File: src/rtl/sfft_butterfly_sequencer_if.sv
// Bundle between the SFFT butterfly sequencer, the pipeline buffer RAM and the twiddle ROM.
interface sfft_butterfly_sequencer_if #(
  parameter int NFFT = 256,
  parameter int nFFT = 8
);
  localparam int K_W = $clog2(nFFT * NFFT / 2);
  localparam int S_W = $clog2(nFFT);

  logic            start;
  logic            busy;
  logic            done;
  logic            readValid;
  logic [nFFT-1:0] readAddr_A;
  logic [nFFT-1:0] readAddr_B;
  logic [K_W-1:0]  kAddress;
  logic [S_W-1:0]  stageIndex;
  logic            writeEnable;
  logic [nFFT-1:0] writeAddr_A;
  logic [nFFT-1:0] writeAddr_B;
  logic            readBank;
  logic            writeBank;

  modport master (
    input  start,
    output busy, done, readValid, readAddr_A, readAddr_B, kAddress, stageIndex,
    output writeEnable, writeAddr_A, writeAddr_B, readBank, writeBank
  );

  modport slave (
    output start,
    input  busy, done, readValid, readAddr_A, readAddr_B, kAddress, stageIndex,
    input  writeEnable, writeAddr_A, writeAddr_B, readBank, writeBank
  );
endinterface

File: src/rtl/sfft_butterfly_sequencer.sv
// Walks every radix-2 butterfly of every stage, issuing buffer/twiddle reads and delayed write-backs.
// Optional feature: SFFT_PINGPONG_EN (two buffer banks, stages run back-to-back without a drain).
//
// state | meaning
// IDLE  | waiting for start, counters cleared
// RUN   | one butterfly read issued per cycle
// DRAIN | reads paused until in-flight butterflies are written back
// DONE  | one-cycle done pulse
module sfft_butterfly_sequencer #(
  parameter int NFFT              = 256,
  parameter int nFFT              = 8,
  parameter int BUTTERFLY_LATENCY = 3
) (
  input  logic                          clk,
  input  logic                          reset,
  sfft_butterfly_sequencer_if.master    bus
);

`ifdef SFFT_PINGPONG_EN
  localparam bit PINGPONG = 1'b1;
`else
  localparam bit PINGPONG = 1'b0;
`endif

  localparam int HALF = NFFT / 2;
  localparam int B_W  = nFFT - 1;
  localparam int S_W  = $clog2(nFFT);
  localparam int K_W  = $clog2(nFFT * NFFT / 2);
  localparam int L    = BUTTERFLY_LATENCY;
  localparam int D_W  = $clog2(L + 1);

  localparam logic [B_W-1:0] B_LAST = B_W'(HALF - 1);
  localparam logic [S_W-1:0] S_LAST = S_W'(nFFT - 1);
  localparam logic [D_W-1:0] D_LOAD = D_W'(L - 1);

  typedef enum logic [1:0] {IDLE, RUN, DRAIN, DONE} state_t;

  state_t          state, state_nxt;
  logic [S_W-1:0]  stage, stage_nxt;
  logic [B_W-1:0]  bfly, bfly_nxt;
  logic [D_W-1:0]  drain_cnt, drain_nxt;

  logic            rd_valid_nxt;
  logic [nFFT-1:0] b_ext, half, addr_a_nxt, addr_b_nxt;
  logic [S_W:0]    shift_up;
  logic [K_W-1:0]  k_nxt;

  logic            rd_valid;
  logic [nFFT-1:0] rd_a, rd_b;
  logic [K_W-1:0]  rd_k;
  logic [S_W-1:0]  rd_stage;
  logic            read_bank;

  logic            dl_valid [L];
  logic [nFFT-1:0] dl_a     [L];
  logic [nFFT-1:0] dl_b     [L];
  logic            dl_bank  [L];

  always_ff @(posedge clk or posedge reset) begin
    if (reset) begin
      state     <= IDLE;
      stage     <= '0;
      bfly      <= '0;
      drain_cnt <= '0;
    end else begin
      state     <= state_nxt;
      stage     <= stage_nxt;
      bfly      <= bfly_nxt;
      drain_cnt <= drain_nxt;
    end
  end

  always_comb begin
    state_nxt = state;
    stage_nxt = stage;
    bfly_nxt  = bfly;
    drain_nxt = drain_cnt;
    case (state)
      IDLE: begin
        stage_nxt = '0;
        bfly_nxt  = '0;
        if (bus.start) state_nxt = RUN;
      end
      RUN: begin
        if (bfly == B_LAST) begin
          bfly_nxt = '0;
          if (PINGPONG && stage != S_LAST) begin
            stage_nxt = stage + S_W'(1);
          end else begin
            state_nxt = DRAIN;
            drain_nxt = D_LOAD;
          end
        end else begin
          bfly_nxt = bfly + B_W'(1);
        end
      end
      DRAIN: begin
        if (drain_cnt == '0) begin
          if (stage == S_LAST) begin
            state_nxt = DONE;
          end else begin
            state_nxt = RUN;
            stage_nxt = stage + S_W'(1);
          end
        end else begin
          drain_nxt = drain_cnt - D_W'(1);
        end
      end
      DONE:    state_nxt = IDLE;
      default: state_nxt = IDLE;
    endcase
  end

  // Read addresses are computed from the next butterfly so they register alongside readValid.
  always_comb begin
    bus.busy     = (state != IDLE);
    bus.done     = (state == DONE);
    rd_valid_nxt = (state_nxt == RUN);
    b_ext        = {1'b0, bfly_nxt};
    half         = nFFT'(1) << stage_nxt;
    shift_up     = {1'b0, stage_nxt} + (S_W + 1)'(1);
    addr_a_nxt   = ((b_ext >> stage_nxt) << shift_up) + (b_ext & (half - nFFT'(1)));
    addr_b_nxt   = addr_a_nxt + half;
    k_nxt        = K_W'(stage_nxt) * K_W'(HALF) + K_W'(bfly_nxt);
  end

  always_ff @(posedge clk or posedge reset) begin
    if (reset) begin
      rd_valid <= 1'b0;
      rd_a     <= '0;
      rd_b     <= '0;
      rd_k     <= '0;
      rd_stage <= '0;
    end else begin
      rd_valid <= rd_valid_nxt;
      if (rd_valid_nxt) begin
        rd_a     <= addr_a_nxt;
        rd_b     <= addr_b_nxt;
        rd_k     <= k_nxt;
        rd_stage <= stage_nxt;
      end
    end
  end

  assign read_bank = PINGPONG ? rd_stage[0] : 1'b0;

  always_ff @(posedge clk or posedge reset) begin
    if (reset) begin
      for (int i = 0; i < L; i++) begin
        dl_valid[i] <= 1'b0;
        dl_a[i]     <= '0;
        dl_b[i]     <= '0;
        dl_bank[i]  <= 1'b0;
      end
    end else begin
      dl_valid[0] <= rd_valid;
      dl_a[0]     <= rd_a;
      dl_b[0]     <= rd_b;
      dl_bank[0]  <= PINGPONG ? ~read_bank : 1'b0;
      for (int i = 1; i < L; i++) begin
        dl_valid[i] <= dl_valid[i-1];
        dl_a[i]     <= dl_a[i-1];
        dl_b[i]     <= dl_b[i-1];
        dl_bank[i]  <= dl_bank[i-1];
      end
    end
  end

  assign bus.readValid   = rd_valid;
  assign bus.readAddr_A  = rd_a;
  assign bus.readAddr_B  = rd_b;
  assign bus.kAddress    = rd_k;
  assign bus.stageIndex  = rd_stage;
  assign bus.readBank    = read_bank;
  assign bus.writeEnable = dl_valid[L-1];
  assign bus.writeAddr_A = dl_a[L-1];
  assign bus.writeAddr_B = dl_b[L-1];
  assign bus.writeBank   = dl_bank[L-1];

endmodule

File: src/flat_wrapper.sv
// flat-port wrapper written by rule: the top's interface ports become plain ports
module sfft_butterfly_sequencer_flat 
#(
  parameter int NFFT              = 256,
  parameter int nFFT              = 8,
  parameter int BUTTERFLY_LATENCY = 3
)
  (clk, reset, bus_start, bus_busy, bus_done, bus_readValid, bus_readAddr_A, bus_readAddr_B, bus_kAddress, bus_stageIndex, bus_writeEnable, bus_writeAddr_A, bus_writeAddr_B, bus_readBank, bus_writeBank);
  sfft_butterfly_sequencer_if #(.NFFT(NFFT), .nFFT(nFFT)) bus_i ();
  input  logic clk;
  input  logic reset;
  input wire logic [$bits(bus_i.start)-1:0] bus_start;
  output wire logic [$bits(bus_i.busy)-1:0] bus_busy;
  output wire logic [$bits(bus_i.done)-1:0] bus_done;
  output wire logic [$bits(bus_i.readValid)-1:0] bus_readValid;
  output wire logic [$bits(bus_i.readAddr_A)-1:0] bus_readAddr_A;
  output wire logic [$bits(bus_i.readAddr_B)-1:0] bus_readAddr_B;
  output wire logic [$bits(bus_i.kAddress)-1:0] bus_kAddress;
  output wire logic [$bits(bus_i.stageIndex)-1:0] bus_stageIndex;
  output wire logic [$bits(bus_i.writeEnable)-1:0] bus_writeEnable;
  output wire logic [$bits(bus_i.writeAddr_A)-1:0] bus_writeAddr_A;
  output wire logic [$bits(bus_i.writeAddr_B)-1:0] bus_writeAddr_B;
  output wire logic [$bits(bus_i.readBank)-1:0] bus_readBank;
  output wire logic [$bits(bus_i.writeBank)-1:0] bus_writeBank;
  assign bus_i.start = bus_start;
  assign bus_busy = bus_i.busy;
  assign bus_done = bus_i.done;
  assign bus_readValid = bus_i.readValid;
  assign bus_readAddr_A = bus_i.readAddr_A;
  assign bus_readAddr_B = bus_i.readAddr_B;
  assign bus_kAddress = bus_i.kAddress;
  assign bus_stageIndex = bus_i.stageIndex;
  assign bus_writeEnable = bus_i.writeEnable;
  assign bus_writeAddr_A = bus_i.writeAddr_A;
  assign bus_writeAddr_B = bus_i.writeAddr_B;
  assign bus_readBank = bus_i.readBank;
  assign bus_writeBank = bus_i.writeBank;
  sfft_butterfly_sequencer #(.NFFT(NFFT), .nFFT(nFFT), .BUTTERFLY_LATENCY(BUTTERFLY_LATENCY)) u_core (.clk(clk), .reset(reset), .bus(bus_i));
endmodule
File: config.mk
export PLATFORM = sky130hd
export DESIGN_NAME = sfft_butterfly_sequencer_flat
export DESIGN_NICKNAME = d
export VERILOG_FILES = /design/src/rtl/sfft_butterfly_sequencer_if.sv /design/src/rtl/sfft_butterfly_sequencer.sv /design/src/flat_wrapper.sv
export SDC_FILE = /design/constraint.sdc
export NUM_CORES = 1
export LEC_CHECK = 0
export CORE_MARGIN = 1
export CORE_UTILIZATION = 50
export CTS_CLUSTER_DIAMETER = 200
export DETAILED_ROUTE_END_ITERATION = 8
export PLACE_DENSITY_LB_ADDON = 0.1
export SYNTH_ARGS = -nofsm -noshare
export SYNTH_HDL_FRONTEND = slang
export SYNTH_SLANG_ARGS = --single-unit
File: constraint.sdc
create_clock -name clk -period 6.5 [get_ports clk]
set_input_delay 1.3 -clock clk [delete_from_list [all_inputs] [get_ports clk]]
set_output_delay 1.3 -clock clk [all_outputs]
set_load 0.005 [all_outputs]
# ---- Yosys cells after proc, flatten, opt, wreduce, memory -nomap -nowiden
# Index checks and enable logic that the tools add are counted.
# W data, S select, Z words.
dict set report totals {
  output_inout_bits 51
  inputBits 3
  register_bits 95
  word_cells 56
}
dict set report op_classes {
  shifts 3
  n_mux 13
  add_sub_neg 8
  bitwise_logic 1
  n_reduce_logical 5
  n_eq_ne 8
}
# operator count
set ops {}
lappend ops {{$add A8 B8 Y8} 2}
lappend ops {{$pmux W7 S2} 1}
lappend ops {{$mux W2} 6}
lappend ops {{$add A10 B7 Y10} 1}
lappend ops {{$and A7 B8 Y8} 1}
lappend ops {{$pmux W2 S4} 1}
lappend ops {{$shl A1 B3 Y8 const A} 1}
lappend ops {{$shl A8 B4 Y8} 1}
lappend ops {{$shr A7 B3 Y8} 1}
lappend ops {{$sub A8 B1 Y8 const B} 1}
lappend ops {{$add A7 B1 Y7 const B} 1}
lappend ops {{$eq A7 B7 Y1 const B} 1}
lappend ops {{$mux W7} 1}
lappend ops {{$mux W3} 2}
lappend ops {{$pmux W3 S2} 1}
lappend ops {{$add A3 B1 Y4 const B} 1}
lappend ops {{$eq A2 B1 Y1 const B} 2}
lappend ops {{$eq A2 B2 Y1 const B} 2}
lappend ops {{$logic_not A2 Y1} 2}
lappend ops {{$pmux W2 S2} 1}
lappend ops {{$reduce_bool A2 Y1} 2}
lappend ops {{$add A3 B1 Y3 const B} 1}
lappend ops {{$eq A3 B3 Y1 const B} 1}
lappend ops {{$reduce_and A3 Y1} 1}
lappend ops {{3 further kinds} 3}

# ---- Depth between registers and ports, before layout
dict set report depth {
  depth_word 9
  ltp_mapped 27
  mapped_depth_nobuf 25
}

# ---- Least setup slack after synthesis
# OpenSTA, ideal clock, no wires.
dict set report synth_path {
  path_type {register -> register}
  startpoint {register u_core.state[0]}
  endpoint {register u_core.rd_b[7] (netlist: u_core.bus.readAddr_B[7])}
  stages_incl_launch_ff 27
  path_slack_ps 1140
  t_arrival_ps 5268
  path_buffers 3
  period_less_slack_ps 5360
  required_time_ps 6408
  setup_ps 92
  path_cell_list {dfrtp_1 > inv_1 > ha_1 > buf_2 > inv_1 > and3_1 > nor2_4 > clkinv_4 > buf_2 > ha_1 > ha_1 > clkbuf_1 > nand3_1 > nor2_1 > ha_1 > a21o_1 > a21oi_1 > o21bai_1 > a21oi_1 > xnor2_1 > ha_1 > or2_2 > a21oi_1 > nor3b_1 > or3_1 > and4_1 > o31ai_2}
}
dict set report synth_via {
  elab_chain_len 7
  elab_cells_between_ends 19
  cone_classes {4 x add/sub; 4 x eq/ne; 3 x shift; 6 x mux; 1 x bitwise; 1 x reduce/logical}
}
# item line_no
set synth_rtl {}
lappend synth_rtl {{start: declaration} sfft_butterfly_sequencer.sv:38} ;# state_t state, state_nxt;
lappend synth_rtl {{start signal: assignment} sfft_butterfly_sequencer.sv:66} ;# state <= state_nxt;
lappend synth_rtl {{$eq A2 B2 Y1 or $logic_not A2 Y1 (tied branches)} sfft_butterfly_sequencer.sv:78} ;# case (state)
lappend synth_rtl {{$pmux W3 S2} sfft_butterfly_sequencer.sv:78}
lappend synth_rtl {{$shl A1 B3 Y8} sfft_butterfly_sequencer.sv:120} ;# half = nFFT'(1) << stage_nxt;
lappend synth_rtl {{$sub A8 B1 Y8} sfft_butterfly_sequencer.sv:122} ;# addr_a_nxt = ((b_ext >> stage_nxt) << shift_up) + (b_ext & (half - nFFT'(1)));
lappend synth_rtl {{$and A7 B8 Y8} sfft_butterfly_sequencer.sv:122}
lappend synth_rtl {{$add A8 B8 Y8 (*)} sfft_butterfly_sequencer.sv:122}
lappend synth_rtl {{net u_core.addr_a_nxt[5]} sfft_butterfly_sequencer.sv:44} ;# logic [nFFT-1:0] b_ext, half, addr_a_nxt, addr_b_nxt;
lappend synth_rtl {{$add A8 B8 Y8 (*)} sfft_butterfly_sequencer.sv:123} ;# addr_b_nxt = addr_a_nxt + half;
lappend synth_rtl {{end signal: assignment} sfft_butterfly_sequencer.sv:138} ;# rd_b <= addr_b_nxt;
lappend synth_rtl {{end: declaration} sfft_butterfly_sequencer.sv:49} ;# logic [nFFT-1:0] rd_a, rd_b;
# The timed path passes the listed nets; every way through them passes the cells marked *.
# A chain may end at the register's enable or synchronous reset.

# ---- Final worst setup path
dict set report layout_path {
  startpoint {register u_core.state[1]}
  endpoint {register u_core.rd_b[7] (netlist: u_core.bus.readAddr_B[7])}
}
dict set report layout_via {
  elab_cells_between_ends 19
  cone_classes {4 x add/sub; 4 x eq/ne; 3 x shift; 6 x mux; 1 x bitwise; 1 x reduce/logical}
}
# item line_no
set layout_rtl {}
lappend layout_rtl {{$eq A2 B1 Y1 or $logic_not A2 Y1 (tied branches)} sfft_butterfly_sequencer.sv:78}
lappend layout_rtl {{$pmux W7 S2 (*)} sfft_butterfly_sequencer.sv:78}
lappend layout_rtl {{net u_core.bfly_nxt[2]} sfft_butterfly_sequencer.sv:40} ;# logic [B_W-1:0] bfly, bfly_nxt;
lappend layout_rtl {{$shr A7 B3 Y8} sfft_butterfly_sequencer.sv:122}
lappend layout_rtl {{$shl A8 B4 Y8} sfft_butterfly_sequencer.sv:122}
lappend layout_rtl {{$add A8 B8 Y8 (*)} sfft_butterfly_sequencer.sv:122}
lappend layout_rtl {{net u_core.addr_a_nxt[5]} sfft_butterfly_sequencer.sv:44}
lappend layout_rtl {{$add A8 B8 Y8 (*)} sfft_butterfly_sequencer.sv:123}
# Marks and branches as above.

==> metrics.txt <==
run status=finished, violations left; violated checks=DRC; share of the synthesized area in the top cell type=49.7%; multiplexer area fraction after synthesis=~3.4%; CTS sink count=92; setup violators final=0; kind of critical path=flop to flop; RSZ-0062 raised after global routing=no; Hold Vio Cnt, Final=0; top_reg_cell synth=dfrtp_1; Seq cells post-synth=a little over 90; hold path startpoint=u_core.dl_b[16]; antenna cells=0; CTS Root Cell=clkbuf_8; worst setup margin=663 ps; Mapped Area=between 0.004 and 0.005 mm^2; Crit path arrival time=6110 ps; max cap viols=0; HP Class=flop to flop; HPWL reported at the end of detailed placement=6370 um; Post-synth EDFFs=0; TritonCTS Buffers=9; Yosys cell types=70; Critical Path RT=6780 ps; port buffer count=between 50 and 60; CP max stage cell=a222oi_1; setup_tns=0 ps; worst r2r dst=u_core.bus.readAddr_B[7]; CP Capture Type=flop; Synth Instances=approximately 440; CP max FO=13; Yosys top cell by area=dfrtp_1; first-pass iteration count of the detailed router=8; Filler Cells Inserted=~760; global-route wire length before repair=~14000 um; GPL Wtd Cong=about 0.84; critical path endpoint=u_core.bus.readAddr_B[7]; Fmax=171 MHz; crit start category=flop; Mean Syn Cell Area=roughly 11 um^2; ANT nets after route=0; Total Nets Final=between 500 and 600; Reg clk slew, reported paths=approximately 100 ps; Slew Limit Fails=0; total I/O pin count=54; ys async rst share=100%; largest family of logic cells by synthesized area=compound AO/OA/AOI/OAI gates; Post-CTS Setup Inserts=0; CTS Buffer Depth=2; Initial Util=52.3%; Worst Path Buf+Inv=2; vias in the first global route=2895; vias per cell=approximately 5.3; Tot GR Track Use=19.1%; Crit. Startpoint=u_core.state[1]; Crit path max-delay family=compound AO/OA/AOI/OAI gates; Post-Synth Adder-Cell Area=8.71%; Die Y=about 98 um; PwrDens=about 190 mW/mm^2; H-Tree Level Count=3; most used cell, CP=a21oi_1; Worst path max stage delay=560 ps; cts-stage hold buffer count=0; total number of vias=~3100; Core Region=0.00885 mm^2; wire length per cell=between 10 and 15 um; reg2reg path depth=23; largest net degree at the start of global routing=74; fin crit period=5840 ps; CTS tree=yes; initial drt markers=141; Critical Path, Cell by Cell=inv_1 > ha_1 > mux2_1 > o21a_1 > inv_1 > nor3_1 > a21oi_1 > a222oi_1 > and2_4 > nor2_1 > ha_1 > a21o_1 > a21oi_1 > o21bai_1 > a21oi_1 > xnor2_1 > ha_1 > or2_2 > a21oi_1 > nor3b_1 > or3_1 > and4_1 > o31ai_2; total power=0.986 mW; Max rail drop VDD=approximately 0.11 mV; reg2reg setup slack=660 ps; FF-to-FF Start=u_core.state[1]; Final Skew=16.5 ps; quantity of gates resized following cts=0; YS warnings=0; antenna violations before repair=0; # DRC=7; Slew HR=a little over two fifths; final hold slack=between 300 and 400 ps; WP depth=23; Synth Area in Simple Gates=12.9%; leak pwr=2.36 nW; top cells by area, synth=dfrtp_1 50%, ha_1 7.8%, nand2_1 3.9%; Std-Cell Rows=34; layout cell share with drive strength beyond 1=11.6%; DIE WIDTH=98.2 um; Post-Place Worst Slack=711 ps; post-synthesis compound-gate area fraction=14.3%; grt total ovfl=0; die area=around 0.0096 mm^2; post-synthesis sequential area ratio=49.7%; area grow syn2layout=13.9%; Synth Area in XOR/XNOR=3.03%; total wire length=8620 um; Clock Latency Late Sink=about 360 ps; Core Util, Final=59.6%; Tcrit/Tclk final=89.8%; Slew @ Worst Pin=~870 ps
==> flip-flops by register name (all words and copies together) (netlist names) <==
register	flops
u_core.dl_a	16
u_core.bus.readAddr_B	8
u_core.bus.writeAddr_A	8
u_core.bus.writeAddr_B	8
u_core.stage	3
u_core.bus.stageIndex	3
u_core.bus.writeEnable	1
u_core.state	2
u_core.dl_valid	2
u_core.bus.readAddr_A	8
u_core.bus.kAddress	7
u_core.drain_cnt	2
u_core.bfly	7
u_core.dl_b	16
u_core.bus.readValid	1
==> stage by stage <==
step	std cells	instance area, um^2
final	581	5270
after floorplan	439	4630
after CTS	581	5270
after global placement	565	5060
after global routing	581	5270
after detailed placement	565	5060
==> power by group <==
| part | total, mW | internal (mW) | switching (mW) |
|---|---|---|---|
| logic | 0.0124 | 0.00151 | 0.0109 |
| registers | 0.572 | 0.572 | 0 |
| clock network | 0.401 | 0.186 | 0.215 |
| total | 0.986 | 0.760 | 0.226 |
==> cell families after synthesis <==
group | count (synthesis)
adders and majority gates | 31
xor gates and xnor gates | 16
muxes | 14
other | 1
DFF | 92
and+or+nand+nor | 126
AOI/OAI and AO/OA | 92
buffers and inverters | 66
==> worst min path at each step <==
stage                                     end  slack, ps  depth (start not counted)
global route                   u_core.dl_b[8]        350                          0
finish                         u_core.dl_b[8]        340                          0
CTS                            u_core.dl_b[8]        340                          0
detailed placement  u_core.bus.writeAddr_A[1]        330                          0
global placement    u_core.bus.writeAddr_B[2]        330                          0
floorplan           u_core.bus.writeAddr_A[0]        330                          0
==> layout by cell type (no fill, tap or decap), types with 2 or more instances in the layout <==
| cell | n |
|---|---|
| dfrtp_1 | 92 |
| clkdlybuf4s50_1 | 51 |
| nand2_1 | 48 |
| nor2_1 | 31 |
| ha_1 | 29 |
| inv_1 | 27 |
| a21oi_1 | 26 |
| o21ai_0 | 22 |
| xnor2_1 | 13 |
| nand3_1 | 11 |
| mux2_2 | 10 |
| clkbuf_8 | 9 |
| a21o_1 | 6 |
| nor3_1 | 6 |
| and2_1 | 5 |
| o21a_1 | 4 |
| o21bai_1 | 4 |
| nand2b_1 | 3 |
| nand4_1 | 3 |
| o31ai_2 | 3 |
| xor2_1 | 3 |
| and3_1 | 2 |
| or4_1 | 2 |
| o311ai_0 | 2 |
| or3_1 | 2 |
| mux2i_1 | 2 |
| a2111oi_2 | 2 |
| a221oi_2 | 2 |
| o22ai_1 | 2 |
| nor3b_1 | 2 |
| a31oi_1 | 2 |
| fa_1 | 2 |
| conb_1 | 2 |
| inv_6 | 2 |
| clkinvlp_4 | 2 |
| buf_4 | 2 |
==> metal layers <==
metal / vias to the layer above / part of all wire [%] / GRT usage, %
li1: 1535 / - / -
met4: 0 / 0.95 / 6.89
met5: - / 0 / 0
met3: 6 / 3.3 / 3.51
met1: 1460 / 51 / 27.5
met2: 60 / 45 / 29.1
==> cell usage after synthesis, types with 7 or more instances <==
cell type   n
clkbuf_1    7
inv_1      28
nor2_1     31
dfrtp_1    92
mux2_2     10
o21ai_0    22
buf_4      22
xnor2_1    13
nand3_1    11
nand2_1    48
a21oi_1    26
ha_1       29
==> layout make-up <==
class | instances | area [um^2] | area share (%)
clock inverter | 7 | 90.1 | 1.71
timing repair buffer | 53 | 526 | 9.97
clock buffer | 9 | 124 | 2.35
multi-input combinational | 281 | 1970 | 37.4
sequential | 92 | 2300 | 43.7
tap | 108 | 135 | 2.56
inverter | 31 | 125 | 2.37
No activity file was read; power rests on OpenSTA's default activity.
